File: src/rtl/div_clk_monitor_if.sv
// Status and stimulus bundle between the divided-clock monitor and its user.
interface div_clk_monitor_if;
    logic       i_en;
    logic       i_div_clk;
    logic       o_rise_pulse;
    logic       o_fall_pulse;
    logic       o_locked;
    logic       o_err;
    logic       o_lost;
    logic [7:0] o_last_half;

    // Side that drives the enable and the clock under test.
    modport master (
        output i_en,
        output i_div_clk,
        input  o_rise_pulse,
        input  o_fall_pulse,
        input  o_locked,
        input  o_err,
        input  o_lost,
        input  o_last_half
    );

    // The monitor itself.
    modport slave (
        input  i_en,
        input  i_div_clk,
        output o_rise_pulse,
        output o_fall_pulse,
        output o_locked,
        output o_err,
        output o_lost,
        output o_last_half
    );
endinterface

File: src/rtl/div_clk_monitor.sv
// Receive-side checker for the divided clock: synchronises it, measures every
// half period in i_clk cycles and reports lock, error and loss.
module div_clk_monitor #(
    parameter int unsigned HALF_PERIOD = 16,
    parameter int unsigned TOL         = 1,
    parameter int unsigned LOCK_CNT    = 4,
    parameter int unsigned TIMEOUT     = 64
) (
    input  logic              i_clk,
    input  logic              i_rst_n,
    div_clk_monitor_if.slave  mon_if
);

    localparam int unsigned CNT_W  = 8;
    localparam int unsigned GOOD_W = (LOCK_CNT < 2) ? 1 : $clog2(LOCK_CNT + 1);

    localparam logic [CNT_W-1:0]  CNT_MAX  = '1;
    localparam logic [CNT_W-1:0]  TO_CNT   = CNT_W'(TIMEOUT - 1);
    localparam logic [CNT_W:0]    LO_LIM   = (HALF_PERIOD > TOL) ? (CNT_W+1)'(HALF_PERIOD - TOL) : '0;
    localparam logic [CNT_W:0]    HI_LIM   = (CNT_W+1)'(HALF_PERIOD + TOL);
    localparam logic [GOOD_W-1:0] GOOD_TOP = GOOD_W'(LOCK_CNT - 1);
    localparam logic [GOOD_W-1:0] GOOD_SAT = GOOD_W'(LOCK_CNT);

    typedef enum logic [2:0] {
        IDLE    = 3'd0,
        ACQUIRE = 3'd1,
        TRACK   = 3'd2,
        LOCKED  = 3'd3,
        LOST    = 3'd4
    } state_e;

    state_e             state_q, state_d;
    logic               s1_q, s2_q, s3_q;
    logic [CNT_W-1:0]   half_cnt_q, half_cnt_d;
    logic [GOOD_W-1:0]  good_cnt_q, good_cnt_d;
    logic               err_evt_q, err_evt_d;
    logic [CNT_W-1:0]   last_half_q, last_half_d;
    logic               rise_q, fall_q;
    logic               locked_q, lost_q, err_q;

    logic               edge_c;
    logic               rise_c;
    logic               fall_c;
    logic [CNT_W-1:0]   meas_c;
    logic               good_c;
    logic               timeout_c;

    // Two-flop synchroniser plus history flop; keeps running while disabled.
    always_ff @(posedge i_clk or negedge i_rst_n) begin
        if (!i_rst_n) begin
            s1_q <= 1'b0;
            s2_q <= 1'b0;
            s3_q <= 1'b0;
        end else begin
            s1_q <= mon_if.i_div_clk;
            s2_q <= s1_q;
            s3_q <= s2_q;
        end
    end

    // Edge detection and the measurement of the half period just closed.
    always_comb begin
        edge_c    = s2_q ^ s3_q;
        rise_c    = s2_q & ~s3_q;
        fall_c    = ~s2_q & s3_q;
        meas_c    = (half_cnt_q == CNT_MAX) ? CNT_MAX : half_cnt_q + CNT_W'(1);
        good_c    = ({1'b0, meas_c} >= LO_LIM) && ({1'b0, meas_c} <= HI_LIM);
        timeout_c = (half_cnt_q == TO_CNT) && !edge_c;
    end

    // State, counters and internal event registers.
    always_ff @(posedge i_clk or negedge i_rst_n) begin
        if (!i_rst_n) begin
            state_q     <= IDLE;
            half_cnt_q  <= '0;
            good_cnt_q  <= '0;
            err_evt_q   <= 1'b0;
            last_half_q <= '0;
        end else begin
            state_q     <= state_d;
            half_cnt_q  <= half_cnt_d;
            good_cnt_q  <= good_cnt_d;
            err_evt_q   <= err_evt_d;
            last_half_q <= last_half_d;
        end
    end

    // Next-state logic: edges are classified by the measured half period;
    // an edge in the timeout cycle takes priority over the timeout.
    always_comb begin
        state_d     = state_q;
        good_cnt_d  = good_cnt_q;
        err_evt_d   = 1'b0;
        last_half_d = last_half_q;
        if (edge_c) begin
            half_cnt_d  = '0;
            last_half_d = meas_c;
        end else if (half_cnt_q == CNT_MAX) begin
            half_cnt_d = CNT_MAX;
        end else begin
            half_cnt_d = half_cnt_q + CNT_W'(1);
        end

        unique case (state_q)
            IDLE: begin
                state_d    = ACQUIRE;
                half_cnt_d = '0;
                good_cnt_d = '0;
            end
            ACQUIRE: begin
                if (edge_c) begin
                    state_d    = TRACK;
                    good_cnt_d = '0;
                end else if (timeout_c) begin
                    state_d = LOST;
                end
            end
            TRACK: begin
                if (edge_c) begin
                    if (good_c) begin
                        if (good_cnt_q >= GOOD_TOP) begin
                            state_d    = LOCKED;
                            good_cnt_d = GOOD_SAT;
                        end else begin
                            good_cnt_d = good_cnt_q + GOOD_W'(1);
                        end
                    end else begin
                        err_evt_d  = 1'b1;
                        good_cnt_d = '0;
                    end
                end else if (timeout_c) begin
                    state_d = LOST;
                end
            end
            LOCKED: begin
                if (edge_c) begin
                    if (!good_c) begin
                        state_d    = TRACK;
                        err_evt_d  = 1'b1;
                        good_cnt_d = '0;
                    end
                end else if (timeout_c) begin
                    state_d = LOST;
                end
            end
            LOST: begin
                if (edge_c) begin
                    state_d    = TRACK;
                    good_cnt_d = '0;
                end
            end
            default: begin
                state_d = IDLE;
            end
        endcase

        if (!mon_if.i_en) begin
            state_d     = IDLE;
            half_cnt_d  = '0;
            good_cnt_d  = '0;
            err_evt_d   = 1'b0;
            last_half_d = '0;
        end
    end

    // Registered outputs; status follows the state register one cycle later.
    always_ff @(posedge i_clk or negedge i_rst_n) begin
        if (!i_rst_n) begin
            rise_q   <= 1'b0;
            fall_q   <= 1'b0;
            locked_q <= 1'b0;
            lost_q   <= 1'b0;
            err_q    <= 1'b0;
        end else begin
            rise_q   <= rise_c;
            fall_q   <= fall_c;
            locked_q <= mon_if.i_en && (state_q == LOCKED);
            lost_q   <= mon_if.i_en && (state_q == LOST);
            err_q    <= mon_if.i_en && err_evt_q;
        end
    end

    assign mon_if.o_rise_pulse = rise_q;
    assign mon_if.o_fall_pulse = fall_q;
    assign mon_if.o_locked     = locked_q;
    assign mon_if.o_err        = err_q;
    assign mon_if.o_lost       = lost_q;
    assign mon_if.o_last_half  = last_half_q;

endmodule

File: src/flat_wrapper.sv
// flat-port wrapper written by rule: the top's interface ports become plain ports
module div_clk_monitor_flat 
#(
    parameter int unsigned HALF_PERIOD = 16,
    parameter int unsigned TOL         = 1,
    parameter int unsigned LOCK_CNT    = 4,
    parameter int unsigned TIMEOUT     = 64
)
  (i_clk, i_rst_n, mon_if_i_en, mon_if_i_div_clk, mon_if_o_rise_pulse, mon_if_o_fall_pulse, mon_if_o_locked, mon_if_o_err, mon_if_o_lost, mon_if_o_last_half);
  div_clk_monitor_if mon_if_i ();
  input  logic i_clk;
  input  logic i_rst_n;
  input wire logic [$bits(mon_if_i.i_en)-1:0] mon_if_i_en;
  input wire logic [$bits(mon_if_i.i_div_clk)-1:0] mon_if_i_div_clk;
  output wire logic [$bits(mon_if_i.o_rise_pulse)-1:0] mon_if_o_rise_pulse;
  output wire logic [$bits(mon_if_i.o_fall_pulse)-1:0] mon_if_o_fall_pulse;
  output wire logic [$bits(mon_if_i.o_locked)-1:0] mon_if_o_locked;
  output wire logic [$bits(mon_if_i.o_err)-1:0] mon_if_o_err;
  output wire logic [$bits(mon_if_i.o_lost)-1:0] mon_if_o_lost;
  output wire logic [$bits(mon_if_i.o_last_half)-1:0] mon_if_o_last_half;
  assign mon_if_i.i_en = mon_if_i_en;
  assign mon_if_i.i_div_clk = mon_if_i_div_clk;
  assign mon_if_o_rise_pulse = mon_if_i.o_rise_pulse;
  assign mon_if_o_fall_pulse = mon_if_i.o_fall_pulse;
  assign mon_if_o_locked = mon_if_i.o_locked;
  assign mon_if_o_err = mon_if_i.o_err;
  assign mon_if_o_lost = mon_if_i.o_lost;
  assign mon_if_o_last_half = mon_if_i.o_last_half;
  div_clk_monitor #(.HALF_PERIOD(HALF_PERIOD), .TOL(TOL), .LOCK_CNT(LOCK_CNT), .TIMEOUT(TIMEOUT)) u_core (.i_clk(i_clk), .i_rst_n(i_rst_n), .mon_if(mon_if_i));
endmodule
File: config.mk
export PLATFORM = sky130hd
export DESIGN_NAME = div_clk_monitor_flat
export DESIGN_NICKNAME = d
export VERILOG_FILES = /design/src/rtl/div_clk_monitor_if.sv /design/src/rtl/div_clk_monitor.sv /design/src/flat_wrapper.sv
export SDC_FILE = /design/constraint.sdc
export NUM_CORES = 1
export LEC_CHECK = 0
export CAP_MARGIN = 20
export CORE_MARGIN = 8
export CORE_UTILIZATION = 35
export CTS_CLUSTER_DIAMETER = 150
export DETAILED_ROUTE_END_ITERATION = 10
export PLACE_DENSITY_LB_ADDON = 0.12
export SYNTH_ARGS = -nofsm -noshare
export SYNTH_HDL_FRONTEND = slang
export SYNTH_SLANG_ARGS = --single-unit
File: constraint.sdc
create_clock -name i_clk -period 2.2 [get_ports i_clk]
set_input_delay 0.33 -clock i_clk [delete_from_list [all_inputs] [get_ports i_clk]]
set_output_delay 0.33 -clock i_clk [all_outputs]
set_load 0.1 [all_outputs]
==> results of run 1 <==
[critical path, cell delays in order (launching register included)]
cell,delay [ps]
dfrtp_1,400
ha_1,330
and3b_1,190
maj3_2,320
nor2_4,100
nor4_4,60
o31a_1,280
mux2_4,260
[cells in the mapped netlist (2+ instances only)]
cell type and n:
and3_1 7, mux2i_1 3, nand2_1 14, nor2_1 16, a21oi_1 8, dfrtp_1 31, mux2_4 2, nor2b_1 3
and3b_1 2, nand2b_1 2, nand3_1 4, and2_1 10, o21ai_0 10, clkbuf_1 7, ha_1 5, nor3_1 2
inv_1 4, a211oi_1 2, or2_1 2
[final cells by class]
type	instances	area, µm²	area share (%)
Clock buffer	6	82.6	4.53
Clock inverter	1	5.00	0.275
Inverter	4	15.0	0.824
Multi-Input combinational cell	111	708	38.9
Sequential cell	31	776	42.6
Tap cell	52	65.1	3.57
Timing Repair Buffer	22	170	9.34
[logic make-up (layout without fill, tap and decap cells)]
family	after synthesis	count (layout)	share of synthesized area, %
mux	5	5	3.90
compound gates	31	31	12.4
xor+xnor	2	2	1.14
flops	31	31	50.3
fa+ha+maj	6	6	4.79
simple gates	67	67	23.7
buf+inv	13	33	3.73
[power breakdown]
part,switching (mW),internal (mW)
logic,0.0969,0.0410
registers,0.0148,0.584
clock network,0.198,0.245
[routing by layer]
layer	track usage, %	up-vias	part of all wire (%)
met5	0	-	0
met4	5.26	0	1.9
met3	3.57	7	5.6
met2	15.0	21	43
met1	12.6	548	49
li1	-	569	-
[state kept, by name, summed over array words and instances (netlist names), 3 cells and up]
register                   flops
u_core.state_q                 3
u_core.good_cnt_q              3
u_core.mon_if.o_last_half      8
u_core.half_cnt_q              8
[worst max-delay path by stage]
| stage | slack [ps] | cells after the start | endpoint |
|---|---|---|---|
| final | 140 | 7 | u_core.good_cnt_q[0] |
| after global routing | 30 | 7 | u_core.state_q[0] |
| after CTS | 140 | 7 | u_core.good_cnt_q[0] |
| after detailed placement | 160 | 7 | u_core.good_cnt_q[0] |
| after global placement | 200 | 7 | u_core.good_cnt_q[0] |
| after floorplan | 190 | 7 | u_core.good_cnt_q[0] |
==> reports/metrics.yaml, run 1 <==
status:
  status: "completed"
placed_design:
  gp_congestion: 0.830
  io_buffers: 16
  placedCellCount: 219
  place_hpwl_um: 2160
  dpl_cell_area_mm2: 0.00173
  pre_cts_ws_ps: 155
cts:
  cts_tree: "yes"
  postCtsSetupBuffers: 0
  ctsResizeCount: 0
  cts_sinks: 31
  numCtsBuffers: 5
  clock_latency_ps: 280
  clk_pin_slew_worst_paths_ps: 60
  h-tree-depth: 2
  ctsLongestPathBuffers: 2
  root_buffer: "clkbuf_8"
  ctsHoldBuffers: 0
route:
  drtIter0Drc: 90
  routedWlPerCell_um: 13.4
  ant_nets: 0
  via_per_inst: 5.04
  drc: 0
  wirelength_um: 3040
  firstDrtPassIters: 4
  num_vias: 1145
sta:
  rsz0062_at_grt: "false"
  setup_violations: 0
  fmax_ghz: 0.485
  fin_skew_ps: 2.88
  relSlewSlack_pct: 50.8
  finalHoldViolCount: 0
  final-max-slew-violation-count: 0
  min_period_ps: 2060
  finalCritPeriodShare_pct: 93.7
  layout_setup_ws_ps: 140
  hold_ws_ps: 349
  fin_tns_setup_ps: 0
  worst_slew_pin_slew_ps: 726
finish:
  layout_commonest_cell: "dfrtp_1"
  diodes: 0
  fin_nets: 184
  instances_no_fill: 227
  nFillCells: 435
  syn_to_final_growth_pct: 18.2
  stdcell_area_mm2: 0.00182
  final_cell_mix: "31 x dfrtp_1, 18 x buf_4, 16 x nor2_1"
  final_core_util_pct: 42.4
  layout-drive-gt1-share_pct: 18.3
synthesis:
  ys_ff_latch: 31
  syn_nets: 164
  ys.flop_type: "dfrtp_1"
  synth_area_leaders: "dfrtp_1 50%, and2_1 4.1%, ha_1 4.1%, nor2_1 3.9%, nand2_1 3.4%"
  synth_area_mm2: 0.00154
  synth_top_area_cell: "dfrtp_1"
  yosysWarningCount: 0
  syn_inst: 155
  synth_top_area_share_pct: 50.3
  synth_edf_count: 0
  yosysSeqAreaShare_pct: 50.3
  async_reset_ff_share_pct: 100
  synth.avg_cell_area_um2: 9.95
  synth.distinct_cells: 40
run:
  max-cap-violations: 0
die:
  initial_utilization_pct: 35.9
  coreArea_mm2: 0.00429
  die_x_um: 82.4
  ios: 17
  dieHeight_um: 82.4
  fp-row-count: 24
  dieArea_mm2: 0.00678
worst_hold_path:
  hold_path_class: "reg2reg"
  whs_endpoint: "u_core.s2_q"
  hold_path_depth: 0
  min_from: "u_core.s1_q"
power:
  powerDensity_mw_per_mm2: 648
  p_total_mw: 1.18
  leakage_nw: 0.882
  irDropWorstVdd_v: 0.000398
worst_setup_path:
  endpoint_kind: "flop"
  critical_path.startpoint_type: "flop"
  crit_fanout: 5
  reg2reg_slack_ps: 140
  worstSetupPathType: "reg2reg"
  reg2reg_depth: 7
  r2r-start: "u_core.half_cnt_q[1]"
  cp.arrival_ps: 2230
  reg2reg_to: "u_core.good_cnt_q[0]"
  startpoint: "u_core.half_cnt_q[1]"
  worstPathRequired_ps: 2360
grt:
  grt_use_total_pct: 10.1
  antenna_found_initial: 0
  grt_overflow: 0
  grt_pass1_wl_um: 5230
  grt_pass1_vias: 1123
  grt_max_degree: 32
No activity file was read; power rests on OpenSTA's default activity.
==> run 2, diff against run 1 <==
--- a/config.mk
+++ b/config.mk
@@ -14,3 +14,4 @@
 export SYNTH_ARGS = -nofsm -noshare
 export SYNTH_HDL_FRONTEND = slang
 export SYNTH_SLANG_ARGS = --single-unit
+export TNS_END_PERCENT = 30
==> results of run 2 <==
No change in the layout: final DEF, timing and power equal those of run 1.
